File: src/rtl/io_hub_hs_if.sv
// Requester-side bus of the MMIO hub: req/ack handshake with registered read return.
interface io_hub_hs_if;
  logic        soc_req;
  logic        soc_we;
  logic [31:0] soc_addr;
  logic [31:0] soc_wdata;
  logic [31:0] soc_rdata;
  logic        soc_ack;
  logic        soc_err;

  // CPU data-memory port side
  modport master (
    output soc_req, soc_we, soc_addr, soc_wdata,
    input  soc_rdata, soc_ack, soc_err
  );

  // Hub side
  modport slave (
    input  soc_req, soc_we, soc_addr, soc_wdata,
    output soc_rdata, soc_ack, soc_err
  );
endinterface

File: src/rtl/io_hub_hs.sv
// Handshaked MMIO hub: decodes a base-aligned window into one-hot device
// requests, waits for the selected device's ack with a timeout, and returns a
// registered response with error flag. Errors are counted (saturating) and the
// address of the most recent failing access is kept.
module io_hub_hs #(
  parameter int unsigned N_DEV     = 8,
  parameter int unsigned DEV_AW    = 8,
  parameter logic [31:0] BASE_ADDR = 32'h0000_7800,
  parameter int unsigned TIMEOUT   = 15
) (
  input  logic                  clk,
  input  logic                  rst_n,
  io_hub_hs_if.slave            soc,
  output logic [N_DEV-1:0]      dev_req,
  output logic                  dev_we,
  output logic [DEV_AW-1:0]     dev_addr,
  output logic [31:0]           dev_wdata,
  input  logic [N_DEV*32-1:0]   dev_rdata,
  input  logic [N_DEV-1:0]      dev_ack,
  output logic [7:0]            err_cnt,
  output logic [31:0]           err_addr
);

  localparam int unsigned SW       = $clog2(N_DEV);
  localparam int unsigned HI       = DEV_AW + SW;
  localparam int unsigned CW       = 8;
  localparam logic [CW-1:0] CNT_LAST = CW'(TIMEOUT - 1);
  localparam logic [7:0]    ERR_MAX  = 8'hFF;

  typedef enum logic [1:0] {
    S_IDLE   = 2'd0,
    S_ACCESS = 2'd1,
    S_RESP   = 2'd2
  } state_e;

  state_e            state_q, state_d;
  logic [CW-1:0]     cnt_q, cnt_d;
  logic [SW-1:0]     idx_q, idx_d;
  logic              we_q, we_d;
  logic [31:0]       addr_q, addr_d;
  logic [31:0]       wdata_q, wdata_d;
  logic [N_DEV-1:0]  dev_req_q, dev_req_d;
  logic              soc_ack_q, soc_ack_d;
  logic              soc_err_q, soc_err_d;
  logic [31:0]       soc_rdata_q, soc_rdata_d;
  logic [7:0]        err_cnt_q, err_cnt_d;
  logic [31:0]       err_addr_q, err_addr_d;

  logic              hit_c;
  logic [SW-1:0]     slot_c;
  logic              sel_ack_c;
  logic [31:0]       sel_rdata_c;
  logic              last_c;
  logic [7:0]        err_inc_c;

  // Window decode of the incoming request
  assign hit_c  = (soc.soc_addr[31:HI] == BASE_ADDR[31:HI]);
  assign slot_c = soc.soc_addr[HI-1:DEV_AW];
  assign last_c = (cnt_q == CNT_LAST);
  assign err_inc_c = (err_cnt_q == ERR_MAX) ? ERR_MAX : err_cnt_q + 8'd1;

  // Select ack and read data of the latched slot; other slots are ignored
  always_comb begin
    sel_ack_c   = 1'b0;
    sel_rdata_c = 32'd0;
    for (int i = 0; i < N_DEV; i++) begin
      if (idx_q == SW'(i)) begin
        sel_ack_c   = dev_ack[i];
        sel_rdata_c = dev_rdata[i*32 +: 32];
      end
    end
  end

  // State register
  always_ff @(posedge clk or negedge rst_n) begin
    if (!rst_n) state_q <= S_IDLE;
    else        state_q <= state_d;
  end

  // Next-state logic
  always_comb begin
    state_d = state_q;
    unique case (state_q)
      S_IDLE: begin
        if (soc.soc_req) state_d = hit_c ? S_ACCESS : S_RESP;
      end
      S_ACCESS: begin
        if (sel_ack_c || last_c) state_d = S_RESP;
      end
      S_RESP:  state_d = S_IDLE;
      default: state_d = S_IDLE;
    endcase
  end

  // Output and datapath next values
  always_comb begin
    cnt_d       = cnt_q;
    idx_d       = idx_q;
    we_d        = we_q;
    addr_d      = addr_q;
    wdata_d     = wdata_q;
    dev_req_d   = dev_req_q;
    soc_ack_d   = 1'b0;
    soc_err_d   = 1'b0;
    soc_rdata_d = 32'd0;
    err_cnt_d   = err_cnt_q;
    err_addr_d  = err_addr_q;
    unique case (state_q)
      S_IDLE: begin
        if (soc.soc_req) begin
          if (hit_c) begin
            idx_d     = slot_c;
            we_d      = soc.soc_we;
            addr_d    = soc.soc_addr;
            wdata_d   = soc.soc_wdata;
            cnt_d     = '0;
            dev_req_d = N_DEV'(1) << slot_c;
          end else begin
            soc_ack_d  = 1'b1;
            soc_err_d  = 1'b1;
            err_cnt_d  = err_inc_c;
            err_addr_d = soc.soc_addr;
          end
        end
      end
      S_ACCESS: begin
        if (sel_ack_c) begin
          // A late ack in the last timeout cycle still completes normally
          dev_req_d   = '0;
          soc_ack_d   = 1'b1;
          soc_rdata_d = we_q ? 32'd0 : sel_rdata_c;
        end else if (last_c) begin
          dev_req_d  = '0;
          soc_ack_d  = 1'b1;
          soc_err_d  = 1'b1;
          err_cnt_d  = err_inc_c;
          err_addr_d = addr_q;
        end else begin
          cnt_d = cnt_q + CW'(1);
        end
      end
      S_RESP:  dev_req_d = '0;
      default: dev_req_d = '0;
    endcase
  end

  // Datapath and output registers
  always_ff @(posedge clk or negedge rst_n) begin
    if (!rst_n) begin
      cnt_q       <= '0;
      idx_q       <= '0;
      we_q        <= 1'b0;
      addr_q      <= '0;
      wdata_q     <= '0;
      dev_req_q   <= '0;
      soc_ack_q   <= 1'b0;
      soc_err_q   <= 1'b0;
      soc_rdata_q <= '0;
      err_cnt_q   <= '0;
      err_addr_q  <= '0;
    end else begin
      cnt_q       <= cnt_d;
      idx_q       <= idx_d;
      we_q        <= we_d;
      addr_q      <= addr_d;
      wdata_q     <= wdata_d;
      dev_req_q   <= dev_req_d;
      soc_ack_q   <= soc_ack_d;
      soc_err_q   <= soc_err_d;
      soc_rdata_q <= soc_rdata_d;
      err_cnt_q   <= err_cnt_d;
      err_addr_q  <= err_addr_d;
    end
  end

  assign dev_req       = dev_req_q;
  assign dev_we        = we_q;
  assign dev_addr      = addr_q[DEV_AW-1:0];
  assign dev_wdata     = wdata_q;
  assign soc.soc_ack   = soc_ack_q;
  assign soc.soc_err   = soc_err_q;
  assign soc.soc_rdata = soc_rdata_q;
  assign err_cnt       = err_cnt_q;
  assign err_addr      = err_addr_q;

endmodule

File: src/flat_wrapper.sv
// flat-port wrapper written by rule: the top's interface ports become plain ports
module io_hub_hs_flat 
#(
  parameter int unsigned N_DEV     = 8,
  parameter int unsigned DEV_AW    = 8,
  parameter logic [31:0] BASE_ADDR = 32'h0000_7800,
  parameter int unsigned TIMEOUT   = 15
)
  (clk, rst_n, dev_req, dev_we, dev_addr, dev_wdata, dev_rdata, dev_ack, err_cnt, err_addr, soc_soc_req, soc_soc_we, soc_soc_addr, soc_soc_wdata, soc_soc_rdata, soc_soc_ack, soc_soc_err);
  io_hub_hs_if soc_i ();
  input  logic clk;
  input  logic rst_n;
  output logic [N_DEV-1:0] dev_req;
  output logic dev_we;
  output logic [DEV_AW-1:0] dev_addr;
  output logic [31:0] dev_wdata;
  input  logic [N_DEV*32-1:0] dev_rdata;
  input  logic [N_DEV-1:0] dev_ack;
  output logic [7:0] err_cnt;
  output logic [31:0] err_addr;
  input wire logic [$bits(soc_i.soc_req)-1:0] soc_soc_req;
  input wire logic [$bits(soc_i.soc_we)-1:0] soc_soc_we;
  input wire logic [$bits(soc_i.soc_addr)-1:0] soc_soc_addr;
  input wire logic [$bits(soc_i.soc_wdata)-1:0] soc_soc_wdata;
  output wire logic [$bits(soc_i.soc_rdata)-1:0] soc_soc_rdata;
  output wire logic [$bits(soc_i.soc_ack)-1:0] soc_soc_ack;
  output wire logic [$bits(soc_i.soc_err)-1:0] soc_soc_err;
  assign soc_i.soc_req = soc_soc_req;
  assign soc_i.soc_we = soc_soc_we;
  assign soc_i.soc_addr = soc_soc_addr;
  assign soc_i.soc_wdata = soc_soc_wdata;
  assign soc_soc_rdata = soc_i.soc_rdata;
  assign soc_soc_ack = soc_i.soc_ack;
  assign soc_soc_err = soc_i.soc_err;
  io_hub_hs #(.N_DEV(N_DEV), .DEV_AW(DEV_AW), .BASE_ADDR(BASE_ADDR), .TIMEOUT(TIMEOUT)) u_core (.clk(clk), .rst_n(rst_n), .soc(soc_i), .dev_req(dev_req), .dev_we(dev_we), .dev_addr(dev_addr), .dev_wdata(dev_wdata), .dev_rdata(dev_rdata), .dev_ack(dev_ack), .err_cnt(err_cnt), .err_addr(err_addr));
endmodule
File: config.mk
export PLATFORM = sky130hd
export DESIGN_NAME = io_hub_hs_flat
export DESIGN_NICKNAME = d
export VERILOG_FILES = /design/src/rtl/io_hub_hs_if.sv /design/src/rtl/io_hub_hs.sv /design/src/flat_wrapper.sv
export SDC_FILE = /design/constraint.sdc
export NUM_CORES = 1
export LEC_CHECK = 0
export BUFFER_PORTS_ARGS = -buffer_cell sky130_fd_sc_hd__buf_2
export CAP_MARGIN = 20
export CELL_PAD_IN_SITES_DETAIL_PLACEMENT = 1
export CELL_PAD_IN_SITES_GLOBAL_PLACEMENT = 1
export CORE_AREA = 3 3 177 179
export DETAILED_ROUTE_END_ITERATION = 8
export DIE_AREA = 0 0 180 182
export PLACE_DENSITY_LB_ADDON = 0.2
export SETUP_SLACK_MARGIN = 0.02
export SYNTH_ARGS = -nofsm -noshare
export SYNTH_HDL_FRONTEND = slang
export SYNTH_SLANG_ARGS = --single-unit
File: constraint.sdc
create_clock -name clk -period 5.8 [get_ports clk]
set_input_delay 1.16 -clock clk [delete_from_list [all_inputs] [get_ports clk]]
set_output_delay 1.16 -clock clk [all_outputs]
set_load 0.01 [all_outputs]
==> metrics.md, run 1 <==
| Metric | Value |
|---|---|
| Data arrival time at the worst-slack endpoint | 3.60 ns |
| Post-synth EDFFs | 0 |
| Slowest CP cell | a21bo_2 |
| Buffers plus inverters on the worst setup path | 2 |
| Sort of element at the end of the critical path | flip-flop |
| Final weighted congestion of routability-driven global placement | 0.858 |
| Starting density of the core | 27.7% |
| Setup repair after global routing missed its margin | no |
| Maximum clock frequency | 301 MHz |
| Standard cell core area | 29,700 µm² |
| Hold violation count in the final report | 0 |
| Row count | 63 |
| Maximum fanout count along the critical path | 39 |
| Overall power of the completed layout | 2630 µW |
| Reg-to-reg critical path startpoint | u_core.addr_q[9] |
| Number of detailed-route iterations in the first pass | 4 |
| Wirelength, routed | 34,100 µm |
| Syn Inst Count | 819 |
| Total via count after detailed routing | 7,962 |
| Tmin final | 3.32 ns |
| Total I/O pin count | 455 |
| Pin count of the biggest net entering global routing | 74 |
| Layout-stage area growth over the synthesis result | 37.5% |
| Hold bufs inserted after CTS | 0 |
| Result of the run | finished clean |
| Net Count, Synth | 1,154 |
| Max-Slew Margin vs Limit | 29.5% |
| Number of cells on the critical path | 8 |
| Library cells used by synthesis | 49 |
| Setup Skew | 0.0165 ns |
| Most used cells in the layout excluding fill and tap cells | 453 x buf_2, 267 x nand2_1, 155 x dfrtp_1, 60 x mux4_2, 48 x a21oi_1 |
| Worst IR Drop VDD | 0.184 mV |
| Full die area | 32,800 µm² |
| Syn avg cell area | 10.0 µm² |
| Clock network latency to the later pin of the worst-skew pair | 0.42 ns |
| TritonCTS buffer count | 17 |
| Global routing usage on met3 | 5.87% |
| Worst Path Required | 6.08 ns |
| Number of instances on the worst hold path | 2 |
| Crit. Startpoint | soc_soc_addr[15] |
| Syn Std Cell Area | 8220 µm² |
| Pins over their slew limit | 0 |
| Final layout net count | 1,569 |
| Share of the clock period used by the worst path | 57.3% |
| Global router's overall resource usage | 20.5% |
| Critical-path cell list | buf_2, nor4_1, nand4_1, o21ai_0, a21bo_2, buf_4, nor2_1, a31oi_1 |
| Worst Reg-to-Reg Cells | 7 |
| Reported max-cap violation count | 0 |
| Overall overflow remaining after global route | 0 |
| Clock Sink Count | 157 |
| Setup bufs post-CTS | 0 |
| Class of the most critical setup path | in -> reg |
| Share of synthesized flip-flops with an asynchronous set or reset | 100% |
| Finished Core Util | 38.0% |
| First-pass GRT wire length | 51,900 µm |
| Register-to-Register Setup Slack | 2.59 ns |
| Crit path to | u_core.err_addr[14] |
| Post-DR wirelength/cell | 20.8 µm |
| Worst-case clock buffer depth | 2 |
| Worst min-delay path class | reg -> reg |
| Fraction of final layout cells sized beyond drive strength 1 | 46.3% |
| Family with the most delay on the worst path | compound AO/OA/AOI/OAI gates |
| Total power per unit cell area | 233 nW/µm² |
| Yosys warning total | 0 |
| Pleak | 0.00588 µW |
| Largest stage delay on the critical path | 0.53 ns |
| Worst Setup Start Kind | primary input |
| R2r endpoint | u_core.err_addr[14] |
| Cell chosen for the clock root | clkbuf_16 |
| Number of endpoints failing setup at the final stage | 0 |
| Die H | 182 µm |
| Number of global-route vias before repair | 8,788 |
| IO Port Bufs | 454 |
| Met1 track utilization from global routing | 25.1% |
| CTS tree | done |
| Post-detailed-route DRC marker count | 0 |
| Clock slew at reported path FFs | 0.07 ns |
| Met2 demand-to-capacity share in global routing | 36.4% |
| Number of antenna violations at the first check in global routing | 11 |
| Busiest metal layer after global routing | met2 |
| Width of the chip | 180 µm |
| Pin slew with the least headroom to its limit | 1.05 ns |
| PostCTS Resize Cnt | 0 |
| Drt first-iter violations | 311 |
| Most common cell after layout, fill and taps aside | buf_2 |
| Predominant post-synthesis flop cell | dfrtp_1 |
| Setup_tns | 0 ns |
| Avg Vias per Cell | 4.85 |
| #FFs+latches synth | 157 |
| Post-detailed-placement half-perimeter wirelength | 27,000 µm |
| Remaining antenna violation count | 0 |
| Htree depth | 4 |
| Sequential element share of the synthesized area | 47.8% |
==> through the flow <==
stage	setup slack, ns	cells	hold slack [ns]	area [µm²]
floorplan	3.07	819	0.439	8220
global placement	2.09	1605	0.446	10700
detailed placement	2.09	1605	0.451	10700
CTS	2.51	1637	0.466	11300
global route	2.33	1641	0.490	11300
finish	2.48	1641	0.464	11300
==> cell families (layout without fill, tap and decap cells) <==
group | count (synthesis) | in the layout | share of synthesized area (%)
mux | 66 | 66 | 17.2
flops | 157 | 157 | 47.8
buf+inv | 75 | 503 | 4.37
compound gates | 122 | 122 | 9.24
fa+ha+maj | 3 | 3 | 0.457
other cells | 0 | 4 | 0
simple gates | 396 | 396 | 20.9
==> where the power goes <==
group | leakage, µW | internal (µW) | switching [µW]
combinational | 0.00356 | 199 | 188
sequential | 0.00206 | 1150 | 43.7
clock | 0.000257 | 557 | 499
==> cell type report <==
| class | count | area (µm²) |
|---|---|---|
| fillers | 3573 | 18400 |
| multi-input cells | 587 | 3940 |
| flip-flops and latches | 157 | 3930 |
| repair buffers | 465 | 2360 |
| well taps | 390 | 488 |
| clock buffers | 18 | 429 |
| clock inverters | 14 | 111 |
| inverters | 6 | 22.5 |
| diodes | 4 | 10.0 |
==> worst register-to-register path, cell delays in order (launching register included) <==
cell	delay, ns
dfrtp_2	0.94
mux4_2	0.43
nand2b_4	0.16
o21ai_4	0.15
a21bo_2	0.72
buf_4	0.46
nor2_1	0.10
a31oi_1	0.16
==> metal layers <==
metal / vias up / routed length [µm]
li1: 3685 / -
met1: 3996 / 14300
met2: 244 / 17300
met3: 33 / 2140
met4: 4 / 428
met5: - / 23
==> cell usage after synthesis (4+ instances only) <==
cell | count | area, µm²
nand4_1 | 6 | 37.5
buf_4 | 11 | 82.6
and3_1 | 6 | 37.5
dfrtp_1 | 157 | 3930
buf_2 | 17 | 85.1
nor3b_1 | 4 | 30.0
nand2b_1 | 7 | 43.8
mux4_2 | 60 | 1350
a31oi_1 | 36 | 225
nand2_1 | 268 | 1010
o2bb2ai_1 | 4 | 35.0
nor2_1 | 48 | 180
a21oi_1 | 48 | 240
buf_1 | 4 | 15.0
inv_1 | 5 | 18.8
mux2i_1 | 4 | 40.0
nor4_1 | 6 | 37.5
or2_2 | 7 | 43.8
o21ai_0 | 10 | 50.1
a221oi_1 | 4 | 35.0
clkbuf_1 | 35 | 131
nor2b_1 | 20 | 125
nor3_1 | 7 | 35.0
or4_1 | 4 | 30.0
==> worst min path at each step <==
stage | startpoint | endpoint | slack, ns
3_5_place_dp | u_core.dev_wdata[17] | u_core.dev_wdata[17] | 0.45
3_3_place_gp | u_core.dev_wdata[4] | u_core.dev_wdata[4] | 0.45
4_1_cts | u_core.dev_wdata[25] | u_core.dev_wdata[25] | 0.47
2_1_floorplan | u_core.addr_q[11] | u_core.addr_q[11] | 0.44
6_report | u_core.dev_wdata[17] | u_core.dev_wdata[17] | 0.46
5_1_grt | u_core.addr_q[14] | u_core.addr_q[14] | 0.49
==> sequential cells by signal (all words and copies together) (netlist names), 2 cells and up <==
| signal | count |
|---|---|
| u_core.addr_q | 32 |
| u_core.cnt_q | 8 |
| u_core.dev_req | 8 |
| u_core.dev_wdata | 32 |
| u_core.err_addr | 32 |
| u_core.err_cnt | 8 |
| u_core.soc.soc_rdata | 32 |
| u_core.state_q | 2 |
Note: power is estimated with default switching activity, not from simulation.
==> inputs of run 2 (changes only) <==
--- a/config.mk
+++ b/config.mk
@@ -9,9 +9,10 @@
 export CAP_MARGIN = 20
 export CELL_PAD_IN_SITES_DETAIL_PLACEMENT = 1
 export CELL_PAD_IN_SITES_GLOBAL_PLACEMENT = 1
-export CORE_AREA = 3 3 177 179
+export CORE_ASPECT_RATIO = 0.75
+export CORE_MARGIN = 3
+export CORE_UTILIZATION = 29
 export DETAILED_ROUTE_END_ITERATION = 8
-export DIE_AREA = 0 0 180 182
 export PLACE_DENSITY_LB_ADDON = 0.2
 export SETUP_SLACK_MARGIN = 0.02
 export SYNTH_ARGS = -nofsm -noshare
==> constraint.sdc (replaced) <==
create_clock -name clk -period 2.9 [get_ports clk]
set_input_delay 0.58 -clock clk [delete_from_list [all_inputs] [get_ports clk]]
set_output_delay 0.58 -clock clk [all_outputs]
set_load 0.01 [all_outputs]
==> run 2 against run 1 <==
  * Clock skew is 0.010 ns lower
  * Worst hold slack worse by 0.37 ns
  * Wire length is 2.4% higher
  * Die area is 7.2% lower
  * Final cell count down 0.18%
  * Setup slack got worse by 2.1 ns
  * Critical path depth shrank 2
  * Highest routed layer unchanged
  * Largest power group unchanged
  * Sequential power increased by 100%
  * Flip-flop and latch count did not move
==> metrics.md, run 2 (synthesized netlist as in run 1, its figures left out) <==
| Metric | Value |
|---|---|
| Pin count of the biggest net entering global routing | 63 |
| Total power per unit cell area | 463 nW/µm² |
| Switching part of the total | 26.5% |
| Final non-filler cell area | 11,400 µm² |
| Reported max-cap violation count | 0 |
| First-pass GRT wire length | 53,500 µm |
| Most used cells in the layout excluding fill and tap cells | 453 x buf_2, 267 x nand2_1, 155 x dfrtp_1, 60 x mux4_2, 48 x a21oi_1 |
| Number of global-route vias before repair | 8,814 |
| Pins over their slew limit | 0 |
| Starting density of the core | 29.9% |
| Wirelength, routed | 35,000 µm |
| Worst min-delay path class | in -> async |
| Row count | 52 |
| IO Port Bufs | 454 |
| Clock share of power | 40.1% |
| Post-detailed-placement half-perimeter wirelength | 27,500 µm |
| Maximum fanout count along the critical path | 11 |
| Register-to-Register Setup Slack | 0.39 ns |
| Cell chosen for the clock root | clkbuf_16 |
| Sort of element at the end of the critical path | flip-flop |
| Finished Core Util | 41.7% |
| Clock slew at reported path FFs | 0.07 ns |
| Global router's overall resource usage | 23.1% |
| Layout-stage area growth over the synthesis result | 39.3% |
| Post-detailed-route DRC marker count | 0 |
| Fraction of final layout cells sized beyond drive strength 1 | 46.7% |
| Clock Sink Count | 157 |
| Share of the clock period used by the worst path | 86.4% |
| Maximum clock frequency | 399 MHz |
| Result of the run | finished clean |
| Pin slew with the least headroom to its limit | 0.807 ns |
| Net switching power of the design | 1410 µW |
| Total I/O pin count | 455 |
| Total via count after detailed routing | 7,974 |
| Number of antenna violations at the first check in global routing | 11 |
| Worst-case clock buffer depth | 2 |
| Worst Path Required | 3.26 ns |
| Die H | 152 µm |
| Final weighted congestion of routability-driven global placement | 0.883 |
| Worst IR Drop VDD | 0.372 mV |
| Slowest CP cell | a311oi_2 |
| Full die area | 30,400 µm² |
| Post-DR wirelength/cell | 21.3 µm |
| Largest stage delay on the critical path | 0.72 ns |
| Relative contribution of sequential cells to total power | 44.9% |
| Remaining antenna violation count | 0 |
| Antenna cells | 0 |
| Data arrival time at the worst-slack endpoint | 2.87 ns |
| Hold violation count in the final report | 0 |
| Setup_tns | 0 ns |
| Max-Slew Margin vs Limit | 46.2% |
| Clock network latency to the later pin of the worst-skew pair | 0.42 ns |
| Internal cell power | 3890 µW |
| Setup bufs post-CTS | 0 |
| Drt first-iter violations | 377 |
| Cell area after placement | 10,900 µm² |
| Setup repair after global routing missed its margin | no |
| Most common cell after layout, fill and taps aside | buf_2 |
| Final layout net count | 1,582 |
| Class of the most critical setup path | reg -> reg |
| Htree depth | 4 |
| Worst Setup Start Kind | flip-flop |
| Setup Skew | 0.00618 ns |
| Avg Vias per Cell | 4.87 |
| Number of endpoints failing setup at the final stage | 0 |
| Number of detailed-route iterations in the first pass | 4 |
| TritonCTS buffer count | 17 |
| Overall overflow remaining after global route | 0 |
| Pleak | 0.00596 µW |
| Width of the chip | 200 µm |
| Critical-path cell list | mux4_2, nand2b_4, o21ai_4, a21oi_1, a311oi_2, a22o_1 |
| Hold bufs inserted after CTS | 0 |
| CTS tree | done |
| Standard cell core area | 27,500 µm² |
| Worst Hold Margin | 0.0906 ns |
| Gate power share | 14.9% |
| Tmin final | 2.51 ns |
| PostCTS Resize Cnt | 0 |
| Overall power of the completed layout | 5300 µW |
-- run 2: changes by cell type in the layout (fill, tap and decap cells not counted), sizes merged --
cell	before	now
clkbuf	18	24
inv	10	6
clkinvlp	4	6
buf	465	478
clkinv	6	2
diode	4	0
-- run 2: critical path: cells and delay by family, from the launching register on --
kind,cells,cell delay (ns)
muxes,1,0.52
AOI/OAI and AO/OA,4,1.23
DFF,1,0.53
and+or+nand+nor,1,0.16
-- run 2: final cells by class --
type | instances | area [µm²]
Timing Repair Buffer | 478 | 2520
Tap cell | 378 | 473
Fill cell | 3309 | 16000
Sequential cell | 157 | 3940
Clock inverter | 8 | 58.8
Inverter | 6 | 22.5
Clock buffer | 24 | 492
Multi-Input combinational cell | 587 | 3940
-- run 2: worst paths after layout --
kind | start | endpoint | cells after the start
worst max-delay path | u_core.addr_q[8] | u_core.dev_req[0] | 6
worst min-delay path | rst_n | u_core.soc.soc_rdata[17] | 1
worst min register to register | u_core.dev_wdata[26] | u_core.dev_wdata[26] | 2
min in group clk | soc_soc_wdata[1] | u_core.dev_wdata[1] | 3
max in group asynchronous | rst_n | u_core.err_addr[28] | 2
worst max register to register | u_core.addr_q[8] | u_core.dev_req[0] | 6
-- run 2: stage by stage --
| stage | setup WS [ns] | instances |
|---|---|---|
| after global placement | 0.224 | 1606 |
| after floorplan | 0.748 | 819 |
| after detailed placement | 0.211 | 1606 |
| final | 0.394 | 1638 |
| after CTS | 0.374 | 1638 |
| after global routing | 0.234 | 1638 |
-- run 2: power groups by stage --
stage | sequential, µW | combinational [µW] | clock, µW
3_3_place_gp | 2420 | 777 | 0
6_report | 2380 | 791 | 2130
5_1_grt | 2400 | 881 | 2310
2_1_floorplan | 2460 | 280 | 0
4_1_cts | 2380 | 802 | 2210
3_5_place_dp | 2420 | 799 | 0
-- run 2: metal layers --
layer / GRT usage [%] / up-vias / share of wire [%] / wire length, µm
met5: 0 / - / 0.16 / 57
met4: 4.63 / 12 / 1.5 / 512
met3: 8.07 / 46 / 7.9 / 2770
met2: 36.1 / 269 / 45 / 15800
met1: 31.3 / 3939 / 45 / 15800
li1: - / 3708 / - / -
==> inputs of run 3 (changes only) <==
--- a/config.mk
+++ b/config.mk
@@ -6,7 +6,6 @@
 export NUM_CORES = 1
 export LEC_CHECK = 0
 export BUFFER_PORTS_ARGS = -buffer_cell sky130_fd_sc_hd__buf_2
-export CAP_MARGIN = 20
 export CELL_PAD_IN_SITES_DETAIL_PLACEMENT = 1
 export CELL_PAD_IN_SITES_GLOBAL_PLACEMENT = 1
 export CORE_ASPECT_RATIO = 0.75
==> constraint.sdc (replaced) <==
create_clock -name clk -period 2.9 [get_ports clk]
set_input_delay 0.435 -clock clk [delete_from_list [all_inputs] [get_ports clk]]
set_output_delay 0.435 -clock clk [all_outputs]
set_load 0.01 [all_outputs]
==> run 3 against run 2 <==
  * The run now ends with negative hold slack left
  * Sequential power about the same
  * Highest routed layer unchanged
  * Largest cell class unchanged
  * Flip-flop and latch count stayed put
  * Power increased by 5.2%
==> metrics.md, run 3 (synthesized netlist as in run 1, its figures left out) <==
| Metric | Value |
|---|---|
| Clock Sink Count | 157 |
| Share of the clock period used by the worst path | 86.1% |
| Layout-stage area growth over the synthesis result | 40.2% |
| Gate power share | 14.2% |
| Overall overflow remaining after global route | 0 |
| Busiest metal layer after global routing | met2 |
| Htree depth | 4 |
| Wirelength, routed | 34,900 µm |
| Worst Setup Start Kind | flip-flop |
| Setup slack of the critical path after layout | 0.403 ns |
| Maximum clock frequency | 400 MHz |
| Internal cell power | 4140 µW |
| Worst Hold Margin | -0.00730 ns |
| Setup repair after global routing missed its margin | no |
| Row count | 52 |
| Net switching power of the design | 1440 µW |
| Die H | 152 µm |
| Worst Reg-to-Reg Cells | 6 |
| Violations in the final reports | negative hold slack |
| Starting density of the core | 29.9% |
| PostCTS Resize Cnt | 0 |
| Width of the chip | 200 µm |
| Final layout net count | 1,581 |
| Register-to-Register Setup Slack | 0.40 ns |
| Switching part of the total | 25.8% |
| Met2 demand-to-capacity share in global routing | 35.9% |
| Max-Slew Margin vs Limit | 49.1% |
| Post-DR wirelength/cell | 21.3 µm |
| Cell chosen for the clock root | clkbuf_16 |
| Fraction of final layout cells sized beyond drive strength 1 | 46.9% |
| Number of endpoints failing setup at the final stage | 0 |
| Post-detailed-route DRC marker count | 0 |
| Pin slew with the least headroom to its limit | 0.763 ns |
| Number of antenna violations at the first check in global routing | 8 |
| Class of the most critical setup path | reg -> reg |
| Remaining antenna violation count | 0 |
| Pin count of the biggest net entering global routing | 62 |
| Setup Skew | 0.00653 ns |
| Clock share of power | 43.0% |
| Met1 track utilization from global routing | 31.7% |
| Clock slew at reported path FFs | 0.06 ns |
| CTS tree | done |
| Worst min-delay path class | in -> async |
| Placement-stage worst setup slack | 0.303 ns |
| Total power per unit cell area | 484 nW/µm² |
| Full die area | 30,400 µm² |
| Avg Vias per Cell | 4.86 |
| Pleak | 0.00601 µW |
| Total via count after detailed routing | 7,957 |
| Post-detailed-placement half-perimeter wirelength | 27,400 µm |
| IO Port Bufs | 454 |
| Hold violation count in the final report | 2 |
| Fill count | 3,288 |
| Worst IR Drop VDD | 0.410 mV |
| Tmin final | 2.50 ns |
| Number of detailed-route iterations in the first pass | 4 |
| Clock network latency to the later pin of the worst-skew pair | 0.43 ns |
| TritonCTS buffer count | 17 |
| Most common cell after layout, fill and taps aside | buf_2 |
| Reported max-cap violation count | 0 |
| First-pass GRT wire length | 53,300 µm |
| Maximum fanout count along the critical path | 12 |
| Global router's overall resource usage | 23.1% |
| Worst-case clock buffer depth | 2 |
| Setup bufs post-CTS | 0 |
| Setup_tns | 0 ns |
| Pins over their slew limit | 0 |
| Data arrival time at the worst-slack endpoint | 2.86 ns |
| Worst Path Required | 3.27 ns |
| Relative contribution of sequential cells to total power | 42.8% |
| Most used cells in the layout excluding fill and tap cells | 453 x buf_2, 267 x nand2_1, 155 x dfrtp_1, 60 x mux4_2, 48 x a21oi_1 |
| Total I/O pin count | 455 |
| Hold bufs inserted after CTS | 0 |
| Drt first-iter violations | 460 |
| Global routing usage on met3 | 7.75% |
| Sort of element at the end of the critical path | flip-flop |
| Final weighted congestion of routability-driven global placement | 0.862 |
| Standard cell core area | 27,500 µm² |
| Result of the run | complete, but fails checks |
| Number of global-route vias before repair | 8,644 |
run 3: path summary, 6_finish.rpt:
kind,startpoint,endpoint
setup / recovery,u_core.addr_q[8],u_core.dev_req[1]
hold / removal,rst_n,u_core.addr_q[19]
setup reg to reg,u_core.addr_q[8],u_core.dev_req[1]
hold reg to reg,u_core.dev_wdata[20],u_core.dev_wdata[20]
max in group asynchronous,rst_n,u_core.addr_q[12]
min in group clk,soc_soc_wdata[17],u_core.dev_wdata[17]
run 3: worst max-delay path, stage by stage, from the launching register on:
cell	delay (ns)
dfrtp_4	0.54
mux4_2	0.52
nand2b_4	0.16
o21ai_4	0.14
a21oi_1	0.13
a311oi_2	0.69
a22o_1	0.25
run 3: per-stage QoR:
step | cell area, µm² | utilization (%) | cells | total power (µW) | hold WS [ns]
4_1_cts | 11500 | 41.9 | 1637 | 5660 | 0.0182
3_5_place_dp | 10900 | 39.7 | 1605 | 3230 | 0.451
6_report | 11500 | 42.0 | 1638 | 5580 | -0.00730
5_1_grt | 11500 | 41.9 | 1637 | 5870 | 0.0319
2_1_floorplan | 8220 | - | 819 | 2740 | 0.139
3_3_place_gp | 10900 | 39.7 | 1605 | 3200 | 0.445
run 3: power groups by stage:
stage / Clock (µW) / Sequential, µW / Combinational, µW
after CTS: 2470 / 2380 / 803
final: 2400 / 2380 / 793
after floorplan: 0 / 2460 / 280
after global placement: 0 / 2430 / 779
after global routing: 2580 / 2410 / 886
after detailed placement: 0 / 2430 / 800
run 3: metal layers:
metal  part of all wire [%]  wire length, µm
met1                     46            16100
met2                     45            15500
met3                    7.7             2700
met4                    1.5              522
met5                   0.18               64
run 3: layout make-up:
| cell class | count | area [µm²] | share of cell area [%] |
|---|---|---|---|
| Clock inverter | 12 | 160 | 1.39 |
| Tap cell | 378 | 473 | 4.11 |
| Multi-Input combinational cell | 587 | 3940 | 34.2 |
| Sequential cell | 157 | 3940 | 34.2 |
| Timing Repair Buffer | 477 | 2510 | 21.8 |
| Antenna cell | 1 | 2.50 | 0.0217 |
| Clock buffer | 20 | 467 | 4.05 |
| Inverter | 6 | 22.5 | 0.196 |
